$ cat config.mk
export PLATFORM = sky130hd
export DESIGN_NAME = mc_ctrl
export DESIGN_NICKNAME = d
export VERILOG_FILES = /design/src/rtl/mc_pkg.sv /design/src/rtl/mc_alu_dec.sv /design/src/rtl/mc_ctrl.sv
export SDC_FILE = /design/constraint.sdc
export NUM_CORES = 1
export LEC_CHECK = 0
export CAP_MARGIN = 15
export CORE_ASPECT_RATIO = 1.5
export CORE_UTILIZATION = 48
export DETAILED_ROUTE_END_ITERATION = 12
export PLACE_DENSITY = 0.79
export SYNTH_ARGS = -nofsm -noshare
export SYNTH_HDL_FRONTEND = slang
export SYNTH_SLANG_ARGS = --single-unit
$ cat constraint.sdc
create_clock -name clk -period 4.5 [get_ports clk]
set_clock_uncertainty 0.05 [all_clocks]
set_input_delay 1.35 -clock clk [delete_from_list [all_inputs] [get_ports clk]]
set_output_delay 1.35 -clock clk [all_outputs]
set_load 0.05 [all_outputs]
$ cat src/rtl/mc_pkg.sv
// Shared encodings for the multi-cycle MIPS-subset controller: FSM states,
// opcode/funct values and the datapath select codes.
package mc_pkg;

  typedef enum logic [2:0] {
    S_IF  = 3'd0,
    S_ID  = 3'd1,
    S_EX  = 3'd2,
    S_MEM = 3'd3,
    S_WB  = 3'd4
  } state_t;

  localparam logic [5:0] OP_RTYPE = 6'h00;
  localparam logic [5:0] OP_J     = 6'h02;
  localparam logic [5:0] OP_BEQ   = 6'h04;
  localparam logic [5:0] OP_ORI   = 6'h0D;
  localparam logic [5:0] OP_LUI   = 6'h0F;
  localparam logic [5:0] OP_LW    = 6'h23;
  localparam logic [5:0] OP_SW    = 6'h2B;

  localparam logic [5:0] F_ADDU = 6'h21;
  localparam logic [5:0] F_SUBU = 6'h23;
  localparam logic [5:0] F_AND  = 6'h24;
  localparam logic [5:0] F_OR   = 6'h25;
  localparam logic [5:0] F_SLT  = 6'h2A;

  localparam logic [2:0] ALU_ADD = 3'b000;
  localparam logic [2:0] ALU_SUB = 3'b001;
  localparam logic [2:0] ALU_AND = 3'b010;
  localparam logic [2:0] ALU_OR  = 3'b011;
  localparam logic [2:0] ALU_SLT = 3'b100;
  localparam logic [2:0] ALU_LUI = 3'b101;

  localparam logic [1:0] PC_ALU = 2'b00;
  localparam logic [1:0] PC_BR  = 2'b01;
  localparam logic [1:0] PC_JMP = 2'b10;

  localparam logic [1:0] SRCB_BUSB   = 2'b00;
  localparam logic [1:0] SRCB_FOUR   = 2'b01;
  localparam logic [1:0] SRCB_IMM    = 2'b10;
  localparam logic [1:0] SRCB_IMM_SH = 2'b11;

  // Opcodes the controller knows how to sequence; R-type funct is checked separately.
  function automatic logic op_known(input logic [5:0] o);
    case (o)
      OP_RTYPE, OP_J, OP_BEQ, OP_ORI, OP_LUI, OP_LW, OP_SW: op_known = 1'b1;
      default:                                              op_known = 1'b0;
    endcase
  endfunction

endpackage

$ cat src/rtl/mc_alu_dec.sv
// R-type funct decoder: maps funct to the ALU operation and flags unsupported codes.
module mc_alu_dec
  import mc_pkg::*;
(
  input  logic [5:0] funct,
  output logic [2:0] aluctl,
  output logic       legal
);

  always_comb begin
    aluctl = ALU_ADD;
    legal  = 1'b1;
    case (funct)
      F_ADDU:  aluctl = ALU_ADD;
      F_SUBU:  aluctl = ALU_SUB;
      F_AND:   aluctl = ALU_AND;
      F_OR:    aluctl = ALU_OR;
      F_SLT:   aluctl = ALU_SLT;
      default: legal  = 1'b0;
    endcase
  end

endmodule

$ cat src/rtl/mc_ctrl.sv
// Multi-cycle control FSM (IF/ID/EX/MEM/WB) for the MIPS-subset CPU, with a
// watchdog on the unified memory request.
module mc_ctrl
  import mc_pkg::*;
#(
  parameter int TIMEOUT_CYCLES = 15,
  parameter int CNT_W          = 4
) (
  input  logic       clk,
  input  logic       rst_n,
  input  logic [5:0] op,
  input  logic [5:0] funct,
  input  logic       zero,
  input  logic       mem_ack,
  output logic       mem_req,
  output logic       mem_we,
  output logic       iord,
  output logic       irwr,
  output logic       pcwr,
  output logic [1:0] pcsrc,
  output logic       regwr,
  output logic       regdst,
  output logic       memtoreg,
  output logic       alusrca,
  output logic [1:0] alusrcb,
  output logic       extop,
  output logic [2:0] aluctl,
  output logic [2:0] state,
  output logic       ill_instr,
  output logic       timeout_err
);

  // Memory handshake: mem_req is held high until a cycle with mem_ack=1, which
  // completes the transfer in that same cycle; if the watchdog expires first the
  // request is withdrawn for one cycle and the fetch restarts from IF.

  localparam logic [CNT_W-1:0] CNT_LIM = CNT_W'(TIMEOUT_CYCLES);
  localparam bit               WDOG_EN = (TIMEOUT_CYCLES != 0);

  state_t           state_q, state_nx;
  logic [5:0]       op_q, funct_q;
  logic [CNT_W-1:0] cnt_q;
  logic             abort_q;
  logic             timeout_q;

  logic [5:0] dec_op, dec_funct;
  logic [2:0] dec_aluctl;
  logic       dec_legal;
  logic       instr_legal;
  logic       mem_busy;
  logic       expire;

  // In ID the IR fields are live on op/funct; afterwards use the latched copies.
  assign dec_op    = (state_q == S_ID) ? op    : op_q;
  assign dec_funct = (state_q == S_ID) ? funct : funct_q;

  mc_alu_dec u_alu_dec (
    .funct  (dec_funct),
    .aluctl (dec_aluctl),
    .legal  (dec_legal)
  );

  assign instr_legal = op_known(dec_op) && ((dec_op != OP_RTYPE) || dec_legal);
  assign mem_busy    = ((state_q == S_IF) && !abort_q) || (state_q == S_MEM);
  assign expire      = WDOG_EN && mem_busy && !mem_ack && (cnt_q == CNT_LIM);

  assign state       = state_q;
  assign timeout_err = timeout_q;

  always_ff @(posedge clk) begin
    if (!rst_n) begin
      state_q   <= S_IF;
      op_q      <= '0;
      funct_q   <= '0;
      cnt_q     <= '0;
      abort_q   <= 1'b0;
      timeout_q <= 1'b0;
    end else begin
      state_q <= state_nx;
      abort_q <= expire;
      if (expire) timeout_q <= 1'b1;
      if (state_q == S_ID) begin
        op_q    <= op;
        funct_q <= funct;
      end
      if (mem_busy && !mem_ack && !expire) cnt_q <= cnt_q + 1'b1;
      else                                 cnt_q <= '0;
    end
  end

  always_comb begin
    state_nx = state_q;
    case (state_q)
      S_IF: begin
        if (!abort_q && mem_ack) state_nx = S_ID;
      end
      S_ID: begin
        if (!instr_legal || (dec_op == OP_J)) state_nx = S_IF;
        else                                  state_nx = S_EX;
      end
      S_EX: begin
        case (op_q)
          OP_LW, OP_SW:              state_nx = S_MEM;
          OP_RTYPE, OP_ORI, OP_LUI:  state_nx = S_WB;
          default:                   state_nx = S_IF;
        endcase
      end
      S_MEM: begin
        if (mem_ack)     state_nx = (op_q == OP_LW) ? S_WB : S_IF;
        else if (expire) state_nx = S_IF;
      end
      default: state_nx = S_IF;
    endcase
  end

  always_comb begin
    mem_req   = 1'b0;
    mem_we    = 1'b0;
    iord      = 1'b0;
    irwr      = 1'b0;
    pcwr      = 1'b0;
    pcsrc     = PC_ALU;
    regwr     = 1'b0;
    regdst    = 1'b0;
    memtoreg  = 1'b0;
    alusrca   = 1'b0;
    alusrcb   = SRCB_BUSB;
    extop     = 1'b0;
    aluctl    = ALU_ADD;
    ill_instr = 1'b0;
    if (rst_n) begin
      case (state_q)
        S_IF: begin
          mem_req = !abort_q;
          alusrcb = SRCB_FOUR;
          if (!abort_q && mem_ack) begin
            irwr = 1'b1;
            pcwr = 1'b1;
          end
        end
        S_ID: begin
          alusrcb = SRCB_IMM_SH;
          extop   = 1'b1;
          if (!instr_legal) begin
            ill_instr = 1'b1;
          end else if (dec_op == OP_J) begin
            pcwr  = 1'b1;
            pcsrc = PC_JMP;
          end
        end
        S_EX: begin
          case (op_q)
            OP_RTYPE: begin
              alusrca = 1'b1;
              aluctl  = dec_aluctl;
            end
            OP_LW, OP_SW: begin
              alusrca = 1'b1;
              alusrcb = SRCB_IMM;
              extop   = 1'b1;
            end
            OP_ORI: begin
              alusrca = 1'b1;
              alusrcb = SRCB_IMM;
              aluctl  = ALU_OR;
            end
            OP_LUI: begin
              alusrcb = SRCB_IMM;
              aluctl  = ALU_LUI;
            end
            OP_BEQ: begin
              alusrca = 1'b1;
              aluctl  = ALU_SUB;
              pcwr    = zero;
              pcsrc   = PC_BR;
            end
            default: ;
          endcase
        end
        S_MEM: begin
          mem_req = 1'b1;
          iord    = 1'b1;
          mem_we  = (op_q == OP_SW);
        end
        S_WB: begin
          regwr    = 1'b1;
          regdst   = (op_q == OP_RTYPE);
          memtoreg = (op_q == OP_LW);
        end
        default: ;
      endcase
    end
  end

endmodule
-- After elaboration in Yosys (flattened, before gate mapping)
Index checks and enable logic that the tools add are counted.
- add/sub/neg operators: 1
- multipliers: 0
- divide/modulo/power cells: 0
- order comparisons: 0
- equal/unequal tests: 23
- shift-type cells: 0
- multiplexer cells: 52
- bitwise logic cells: 0
- reduce and logical (&&, ||, !) cells: 25
- operators by type and width (cell ; count):
    equality test 6 bit, second input constant ; 9
    case mux 3 bit (4 select lines) ; 3
    2-to-1 mux 1 bit ; 29
    equality test 6 x 4 -> 1 bit, second input constant ; 4
    2-to-1 mux 3 bit ; 6
    equality test 6 x 3 -> 1 bit, second input constant ; 2
    zero test 6 bit ; 2
    2-to-1 mux 2 bit ; 6
    2-to-1 mux 6 bit ; 2
    OR reduction 5 bit ; 2
    OR reduction 7 bit ; 1
    equality test 3 x 2 -> 1 bit, second input constant ; 2
    equality test 6 x 2 -> 1 bit, second input constant ; 1
    logical AND 1 bit ; 6
    case mux 2 bit (3 select lines) ; 1
    case mux 3 bit (2 select lines) ; 1
    nonzero test 6 bit ; 1
    adder 4 x 1 -> 4 bit, second input constant ; 1
    equality test 4 bit, second input constant ; 1
    zero test 1 bit ; 4
    case mux 1 bit (2 select lines) ; 2
    case mux 2 bit (2 select lines) ; 1
    AND reduction 2 bit ; 2
    OR reduction 4 bit ; 1
    other kinds (9) ; 11
- bits in registers: 21
- bits in latches: 0
- bits in writable memories: 0
- ROM bits: 0
- input port bits: 16
- logic and storage cells: 107
- memories kept: 0

-- Depth between registers and ports, before layout
Gate-level depths: netlist of run 1.
- depth after elaboration: 11
- depth in mapped cells: 7

-- By module
Synthesis of run 1 repeated with hierarchy kept, for this count alone.
- cell total of the unflattened synthesis: 180
- area total of the unflattened synthesis: 1360.1 um^2
- by module, submodules not included (module ; instances ; cells each ; area an instance (um^2) ; seq. area each (um^2)):
    mc_ctrl ; 1 ; 170 ; 1295.0 ; 420.4
    mc_alu_dec ; 1 ; 10 ; 65.1 ; 0.0

-- Least setup slack after synthesis of run 1
OpenSTA, ideal clock, no wires.
- path type: input -> output
- start point: input port rst_n
- end point: output port ill_instr
- arrival time: 3.018 ns
- data required time: 3.100 ns
- path slack: 0.082 ns
- stages on the path: 5
- cells stage by stage: nand2b_1 > or2_2 > inv_1 > nand2_1 > a41oi_1
- cells in the longest elaborated chain, start to end: 1
- RTL lines (element ; line ; source):
    start, declared ; mc_ctrl.sv:10 ; input logic rst_n,
    2-to-1 mux 1 bit ; mc_ctrl.sv:131 ; if (rst_n) begin
    end, declared ; mc_ctrl.sv:29 ; output logic ill_instr,
No other way between the ends.

-- Worst setup path in the final report of run 1
- start point: input port funct[1]
- end point: output port ill_instr
- cells in the longest elaborated chain, start to end: 9
- elaborated cells on any way between the ends: 13
- classes of those cells: 5 x eq/ne; 5 x mux; 3 x reduce/logical
- RTL lines (element ; line ; source):
    start, declared ; mc_ctrl.sv:12 ; input logic [5:0] funct,
    2-to-1 mux 6 bit (*) ; -- ;
    equality test 6 bit ; mc_alu_dec.sv:13 ; case (funct)
    OR reduction 5 bit (no source line) (*) ; -- ;
    2-to-1 mux 1 bit (*) ; mc_alu_dec.sv:13 ;
    logical OR 1 bit (*) ; mc_ctrl.sv:63 ; assign instr_legal = op_known(dec_op) && ((dec_op != OP_RTYPE) || dec_legal);
    logical AND 1 bit (*) ; mc_ctrl.sv:63 ;
    2-to-1 mux 1 bit (*) ; mc_ctrl.sv:144 ; if (!instr_legal) begin
    2-to-1 mux 1 bit (*) ; mc_ctrl.sv:132 ; case (state_q)
    2-to-1 mux 1 bit (*) ; mc_ctrl.sv:131 ;
Mark *: on every way between the ends. The rest lies on a longest branch, timed or not.

==> flow_metrics.py, run 1 <==
metrics = {
    "run_status": {
        "status": "finished clean",
    },
    "sta": {
        "fin_crit_sh_pct": 99.3,
        "fin_crit_ps": 4470,
        "fmax_ghz": 0.224,
        "setup_viol": 0,
        "final_max_slew_viol_count": 0,
        "worst_pin_slew_ps": 635,
        "hold_viol": 0,
        "maxSlewHeadroom_pct": 57.7,
        "final.setup.tns_ps": 0,
        "fin_ws_ps": 29.4,
    },
    "setup_path": {
        "crit-reg2reg-launch": "state[0]",
        "regToRegSetupSlack_ps": 2060,
        "reg2reg_depth": 5,
        "cp_data_arrival_time_ps": 3070,
        "rr_endpoint": "state[1]",
        "worstPathRequired_ps": 3100,
        "setup.worst_path.start_class": "input pin",
        "cp_max_fo": 3,
        "crit_type": "input pin to output port",
        "end_kind": "output port",
    },
    "grt": {
        "antenna_found_initial": 0,
        "grt_util_all_layers_pct": 26.7,
        "grt_max_degree": 20,
        "grt_pass1_vias": 1420,
        "grt_pass1_wl_mm": 6.25,
        "gr-total-overflow": 0,
    },
    "logic_synthesis": {
        "synth_top_cell_by_area": "dfxtp_1",
        "synthArstFlopShare_pct": 0,
        "synth_seq_cells": 21,
        "seq_area_frac_synth_pct": 29.6,
        "syn-num-nets": 209,
        "netlist_area_um2": 1420,
        "synth.top_cell.area_share_pct": 29.6,
        "ys_top_cells_by_area": "dfxtp_1 (30%), nand2_1 (8.5%), nor2_1 (5.6%), a21boi_0 (5.3%), nand2b_1 (4.0%)",
        "synth_warnings": 0,
        "syn_inst": 192,
        "avgSynthCellArea_um2": 7.39,
        "synth_cell_types": 47,
        "synth_ff_type": "dfxtp_1",
        "synth_edf_count": 0,
    },
    "final_layout": {
        "area_delta_synth_final_pct": 45.2,
        "fill_cells": 212,
        "final_core_util_pct": 75.4,
        "nNetsFinal": 246,
        "diodes": 0,
        "ff_latch_area_um2": 420,
        "multiInputGateArea_um2": 926,
        "stdcell_area_um2": 2060,
        "drive_above_1_share_pct": 16.2,
    },
    "route": {
        "dr_total_vias": 1524,
        "drt_pass1_iterations": 4,
        "wl_per_cell_um": 14.1,
        "ant_nets": 0,
        "wl_mm": 3.74,
        "drt_iter0_markers": 63,
        "via_per_inst": 5.75,
        "drcViolationCount": 0,
    },
    "cts": {
        "cts_tree": "built",
        "root_buffer": "clkbuf_8",
        "tritoncts_num_sinks": 21,
        "clk_latency_ps": 260,
        "numCtsBuffers": 3,
        "cts.reportedPaths.clkPinSlew_ps": 70,
        "cts_buffer_depth": 2,
        "htree_levels": 1,
    },
    "floorplan": {
        "die_x_um": 46.4,
        "start_util_pct": 51.9,
        "die_y_um": 68.6,
        "rows": 23,
        "ios": 38,
        "die_area_um2": 3180,
        "coreArea_um2": 2730,
    },
    "power": {
        "fin_total_pwr_uw": 437,
        "vdd_ir_drop_max_v": 0.000264,
        "power_density_nw_per_um2": 212,
        "p_leak_uw": 0.000811,
    },
    "placed_design": {
        "hpwl_mm": 2.96,
        "pre_cts_slack_ps": -13.9,
        "place_congestion": 0.892,
        "port_buffers": 37,
        "placedInstanceArea_um2": 1990,
    },
    "flow_run": {
        "drv_cap": 0,
    },
    "worst_hold_path": {
        "hp-start": "cnt_q[0]",
        "hp-class": "flip-flop to flip-flop",
        "hold_end": "cnt_q[0]",
        "whs_path_depth": 1,
    },
}
-- report_power, final --
| part | internal (µW) | switching [µW] | total (µW) |
|---|---|---|---|
| Combinational | 54.3 | 60.4 | 115 |
| Clock | 61.6 | 58.3 | 120 |
| Sequential | 192 | 10.4 | 203 |
-- Yosys cell counts (all sizes together) (4+ instances only) --
library cell / n
a21boi: 11
a21o: 4
a21oi: 7
buf: 5
clkbuf: 6
dfxtp: 21
inv: 7
nand2: 32
nand2b: 9
nand3: 7
nor2: 21
nor2b: 4
nor3: 6
nor4: 5
o21ai: 5
-- state kept, by name, summed over array words and instances, names as in the netlist --
| signal | count |
|---|---|
| op_q | 6 |
| state | 3 |
| funct_q | 6 |
| abort_q | 1 |
| cnt_q | 4 |
| timeout_err | 1 |
-- metal layers --
metal	GRT usage (%)	vias up	routed length, µm
li1	-	751	-
met1	31.9	696	1500
met2	47.0	62	1930
met3	3.13	15	180
met4	9.93	0	122
met5	0	-	0
-- cell type report --
class	count	area share (%)
multi-input combinational	153	44.9
timing repair buffer	43	28.9
sequential	21	20.4
tap	37	2.25
clock buffer	3	2.00
inverter	7	1.28
clock inverter	1	0.243
-- worst max-delay path by stage --
stage / startpoint / end / depth (start not counted) / slack (ps)
2_1_floorplan: rst_n / ill_instr / 5 / 80
3_3_place_gp: funct[2] / aluctl[2] / 7 / 60
3_5_place_dp: funct[2] / aluctl[2] / 7 / -10
4_1_cts: funct[2] / aluctl[2] / 7 / 40
5_1_grt: funct[2] / aluctl[2] / 7 / -20
6_report: funct[1] / ill_instr / 8 / 30
-- through the flow --
stage          hold slack [ps]  cells
3_3_place_gp               378    261
6_report                   403    265
3_5_place_dp               391    261
2_1_floorplan              368    192
5_1_grt                    418    265
4_1_cts                    404    265
-- logic make-up after synthesis --
family / synth area share [%]
adders and majority gates: 0.882
DFF: 29.6
AOI/OAI and AO/OA: 22.7
xor gates and xnor gates: 2.47
and+or+nand+nor: 36.2
buffers and inverters: 6.53
muxes: 1.59
-- cell usage in the layout (no fill, tap or decap), drive strengths merged, types with 4 or more instances in the layout --
cell	synthesis	routed
a21oi	7	7
nor4	5	5
nor2b	4	4
inv	7	7
dfxtp	21	21
a21boi	11	11
clkdlybuf4s50	0	19
nor2	21	21
buf	5	24
nand2b	9	9
a21o	4	4
o21ai	5	5
nand2	32	32
nor3	6	6
nand3	7	7
-- critical path, cell delays in order --
cell and delay, ps:
clkdlybuf4s50_1 500, buf_4 130, nand2b_1 130, a21oi_1 90, o21ai_0 230, nand2_1 100, a41oi_1 350, buf_12 180
-- what timing repair did --
item / 4_1_cts / 5_1_grt
pin swaps: 0 / 1
hold buffers: 0 / 0
endpoints found under the setup margin: 1 / 2
cloned: 0 / 0
resized for setup: 1 / 3
setup buffers: 0 / 0
No activity file was read; power rests on OpenSTA's default activity.
==> inputs of run 2 (changes only) <==
PLACE_DENSITY = not set   (was 0.79)
PLACE_DENSITY_LB_ADDON = 0.12   (was not set)
==> flow_metrics.py, run 2 (synthesis gave the netlist of run 1 again) <==
metrics = {
    "setup_path": {
        "cp_data_arrival_time_ps": 3040,
        "crit-reg2reg-launch": "state[0]",
        "worstPathRequired_ps": 3100,
        "rr_endpoint": "state[1]",
        "crit_type": "input pin to output port",
        "cp-startpoint": "op[0]",
        "setup.worst_path.start_class": "input pin",
        "end_kind": "output port",
        "reg2reg_depth": 6,
        "regToRegSetupSlack_ps": 2220,
        "cp_max_fo": 5,
    },
    "cts": {
        "cts_tree": "built",
        "cts_setup_buffers": 0,
        "numCtsBuffers": 3,
        "clk_latency_ps": 270,
        "cts_buffer_depth": 2,
        "cts_resized": 0,
        "htree_levels": 1,
        "tritoncts_num_sinks": 21,
        "cts.reportedPaths.clkPinSlew_ps": 80,
        "root_buffer": "clkbuf_8",
        "postCtsHoldBufs": 0,
    },
    "worst_hold_path": {
        "hp-start": "cnt_q[0]",
        "hold_end": "cnt_q[0]",
        "whs_path_depth": 1,
        "hp-class": "flip-flop to flip-flop",
    },
    "sta": {
        "fin_crit_ps": 4440,
        "fin_ws_ps": 64.7,
        "maxSlewHeadroom_pct": 57.8,
        "final_max_slew_viol_count": 0,
        "fmax_ghz": 0.225,
        "final.setup.tns_ps": 0,
        "fin_crit_sh_pct": 98.6,
        "rsz0062_at_grt": "no",
        "hold_viol": 0,
        "setup_viol": 0,
        "worst_pin_slew_ps": 631,
    },
    "final_layout": {
        "drive_above_1_share_pct": 18.0,
        "diodes": 0,
        "top_regs": "funct_q (6), op_q (6), cnt_q (4)",
        "ff_latch_area_um2": 420,
        "stdcell_area_um2": 2090,
        "fill_cells": 205,
        "final_common_cell": "nand2_1",
        "area_delta_synth_final_pct": 47.5,
        "nNetsFinal": 251,
        "final_cell_mix": "nand2_1 (32), nor2_1 (21), dfxtp_1 (21)",
        "multiInputGateArea_um2": 918,
    },
    "route": {
        "drt_iter0_markers": 57,
        "drt_pass1_iterations": 4,
        "via_per_inst": 5.77,
        "dr_total_vias": 1557,
        "wl_mm": 4.03,
        "drcViolationCount": 0,
        "wl_per_cell_um": 14.9,
        "ant_nets": 0,
    },
    "placed_design": {
        "place_congestion": 0.903,
        "pre_cts_slack_ps": 22.3,
        "placedInstanceArea_um2": 2030,
        "port_buffers": 37,
        "hpwl_mm": 3.18,
    },
    "grt": {
        "antenna_found_initial": 0,
        "gr-total-overflow": 0,
        "grt_max_degree": 15,
        "grt_pass1_vias": 1486,
        "grt_util_all_layers_pct": 27.8,
        "grt_pass1_wl_mm": 6.42,
    },
    "power": {
        "p_leak_uw": 0.000823,
        "power_density_nw_per_um2": 216,
        "vdd_ir_drop_max_v": 0.000223,
    },
    "floorplan": {
        "rows": 23,
        "start_util_pct": 51.9,
        "die_area_um2": 3180,
        "ios": 38,
        "die_y_um": 68.6,
        "coreArea_um2": 2730,
        "die_x_um": 46.4,
    },
    "run_status": {
        "status": "finished clean",
    },
    "flow_run": {
        "drv_cap": 0,
    },
}
## run 2: cell count changes in the layout (fill, tap and decap cells not counted), sizes merged
cell,change
buf,+5
clkinv,-1
clkinvlp,+1
## run 2: how the worst max path moves through the flow
| stage | depth (start not counted) | end | slack (ps) |
|---|---|---|---|
| floorplan | 5 | ill_instr | 80 |
| global placement | 8 | aluctl[2] | 40 |
| detailed placement | 8 | aluctl[2] | 20 |
| CTS | 8 | aluctl[2] | 10 |
| global route | 8 | aluctl[2] | 4 |
| finish | 7 | pcwr | 60 |
## run 2: power breakdown
| group | leakage, µW | internal [µW] | switching [µW] |
|---|---|---|---|
| clock network | 0.0000217 | 62.7 | 68.6 |
| registers | 0.000171 | 192 | 10.9 |
| logic | 0.000631 | 56.3 | 60.9 |
## run 2: critical path: stages
cell,delay (ps)
clkdlybuf4s50_1,520
nor3_1,250
nand3_1,170
nor2_1,200
a22oi_1,120
a21oi_1,240
buf_12,180
## run 2: per-stage QoR
step	cells	power, µW	hold slack [ps]	util [%]
2_1_floorplan	192	271	368	-
3_3_place_gp	266	319	380	74.3
3_5_place_dp	266	322	393	74.3
4_1_cts	270	449	417	76.1
5_1_grt	270	470	431	76.6
6_report	270	452	411	76.6
## run 2: final cells by class
class                           count  share of cell area (%)
Multi-Input combinational cell    153                    43.9
Clock buffer                        3                    1.97
Inverter                            7                    1.26
Timing Repair Buffer               48                    30.2
Clock inverter                      1                   0.359
Tap cell                           37                    2.21
Sequential cell                    21                    20.1
## run 2: layer usage
metal  GRT usage, %  wire (µm)
met3           4.43        188
met5              0          0
met1           28.5       1470
met4           13.6         83
met2           51.7       2280
==> inputs of run 3 (changes only) <==
CORE_ASPECT_RATIO = 1.4   (was 1.5)
==> flow_metrics.py, run 3 (synthesis gave the netlist of run 1 again) <==
metrics = {
    "worst_hold_path": {
        "hp-class": "flip-flop to flip-flop",
    },
    "floorplan": {
        "rows": 23,
        "coreArea_um2": 2850,
        "die_y_um": 66.3,
        "die_area_um2": 3180,
        "die_x_um": 48.0,
        "start_util_pct": 49.8,
        "ios": 38,
    },
    "sta": {
        "fmax_ghz": 0.227,
        "maxSlewHeadroom_pct": 56.9,
        "setup_viol": 0,
        "final.setup.tns_ps": 0,
        "hold_viol": 0,
        "fin_crit_sh_pct": 97.7,
        "worst_pin_slew_ps": 646,
        "final_max_slew_viol_count": 0,
        "fin_crit_ps": 4400,
        "rsz0062_at_grt": "no",
    },
    "cts": {
        "numCtsBuffers": 3,
        "root_buffer": "clkbuf_8",
        "cts_resized": 0,
        "tritoncts_num_sinks": 21,
        "cts_buffer_depth": 2,
        "cts.reportedPaths.clkPinSlew_ps": 80,
        "cts_tree": "built",
        "cts_setup_buffers": 0,
        "clk_latency_ps": 270,
        "postCtsHoldBufs": 0,
        "htree_levels": 1,
    },
    "setup_path": {
        "end_kind": "output port",
        "worstPathRequired_ps": 3100,
        "crit_type": "input pin to output port",
        "cp_data_arrival_time_ps": 3000,
        "cp_max_fo": 4,
        "setup.worst_path.start_class": "input pin",
    },
    "route": {
        "dr_total_vias": 1553,
        "wl_mm": 4.10,
        "dr_wl_met3_um": 245,
        "drcViolationCount": 0,
        "drt_pass1_iterations": 4,
        "ant_nets": 0,
        "wl_met1_mm": 1.56,
        "via_per_inst": 5.82,
        "wl_met2_mm": 2.24,
        "wl_per_cell_um": 15.3,
        "dr.max_layer_used": "met4",
        "drt_iter0_markers": 86,
    },
    "final_layout": {
        "drive_above_1_share_pct": 16.5,
        "final_core_util_pct": 72.5,
        "top_regs": "funct_q (6), op_q (6), cnt_q (4)",
        "diodes": 0,
        "nNetsFinal": 248,
        "fill_cells": 210,
        "final_common_cell": "nand2_1",
        "final_cell_mix": "nand2_1 (32), nor2_1 (21), dfxtp_1 (21)",
        "area_delta_synth_final_pct": 45.5,
    },
    "grt": {
        "grt_pass1_wl_mm": 6.29,
        "grt_max_degree": 20,
        "antenna_found_initial": 0,
        "gr-total-overflow": 0,
        "grt_pass1_vias": 1443,
        "grt_util_all_layers_pct": 27.3,
    },
    "power": {
        "p_leak_uw": 0.000808,
        "pwr-share-clk_pct": 29.6,
        "internal_power_uw": 309,
        "power_density_nw_per_um2": 219,
        "p_seq_share_pct": 44.9,
        "p_sw_uw": 143,
        "p_sw_share_pct": 31.7,
        "vdd_ir_drop_max_v": 0.000246,
        "combPwrFrac_pct": 25.4,
    },
    "placed_design": {
        "place_congestion": 0.863,
        "hpwl_mm": 3.08,
        "port_buffers": 37,
    },
    "flow_run": {
        "drv_cap": 0,
    },
    "run_status": {
        "status": "finished clean",
    },
}
-- run 3: cell types whose count changed in the layout (fill, tap and decap cells not counted) --
cell      change
nor4bb_2      -1
buf_4         -3
o21ai_1       +1
nor4bb_1      +1
o21ai_0       -1
-- run 3: final cells by class --
class	instances	area [µm²]	area share (%)
multi-input cells	153	912	44.2
inverters	7	26.3	1.27
repair buffers	45	611	29.6
well taps	37	46.3	2.24
clock inverters	1	7.51	0.364
flip-flops and latches	21	420	20.4
clock buffers	3	41.3	2.00
-- run 3: critical path, cell delays in order --
cell and delay, ps:
clkdlybuf4s50_1 470, nor4bb_1 300, buf_4 170, nand3_1 80, a21o_1 180, o21ai_0 60
nor2b_2 220, buf_12 160
-- run 3: layer usage --
layer,GRT usage [%],up-vias
met5,0,-
met4,9.03,0
met3,3.01,6
met2,50.8,67
met1,29.6,729
li1,-,751
-- run 3: power groups by stage --
stage	combinational [µW]	sequential, µW	clock, µW
detailed placement	114	207	0
global route	124	205	143
global placement	111	207	0
finish	115	203	134
floorplan	67.2	203	0
CTS	114	203	136
-- run 3: final timing paths --
kind	cells past startpoint	startpoint	to	slack, ps
max	8	funct[0]	aluctl[2]	100
min	1	cnt_q[0]	cnt_q[0]	410
max reg2reg	5	state[0]	state[1]	2180
min reg2reg	1	cnt_q[0]	cnt_q[0]	410
-- run 3: through the flow --
stage / hold slack [ps] / instance area (µm²) / power (µW) / instances / worst slack (ps)
floorplan: 368 / 1420 / 271 / 192 / 81.7
global placement: 378 / 2010 / 317 / 263 / 80.0
detailed placement: 393 / 2010 / 321 / 263 / 73.9
CTS: 410 / 2060 / 453 / 267 / 50.7
global route: 428 / 2060 / 471 / 267 / 16.1
finish: 408 / 2060 / 453 / 267 / 102
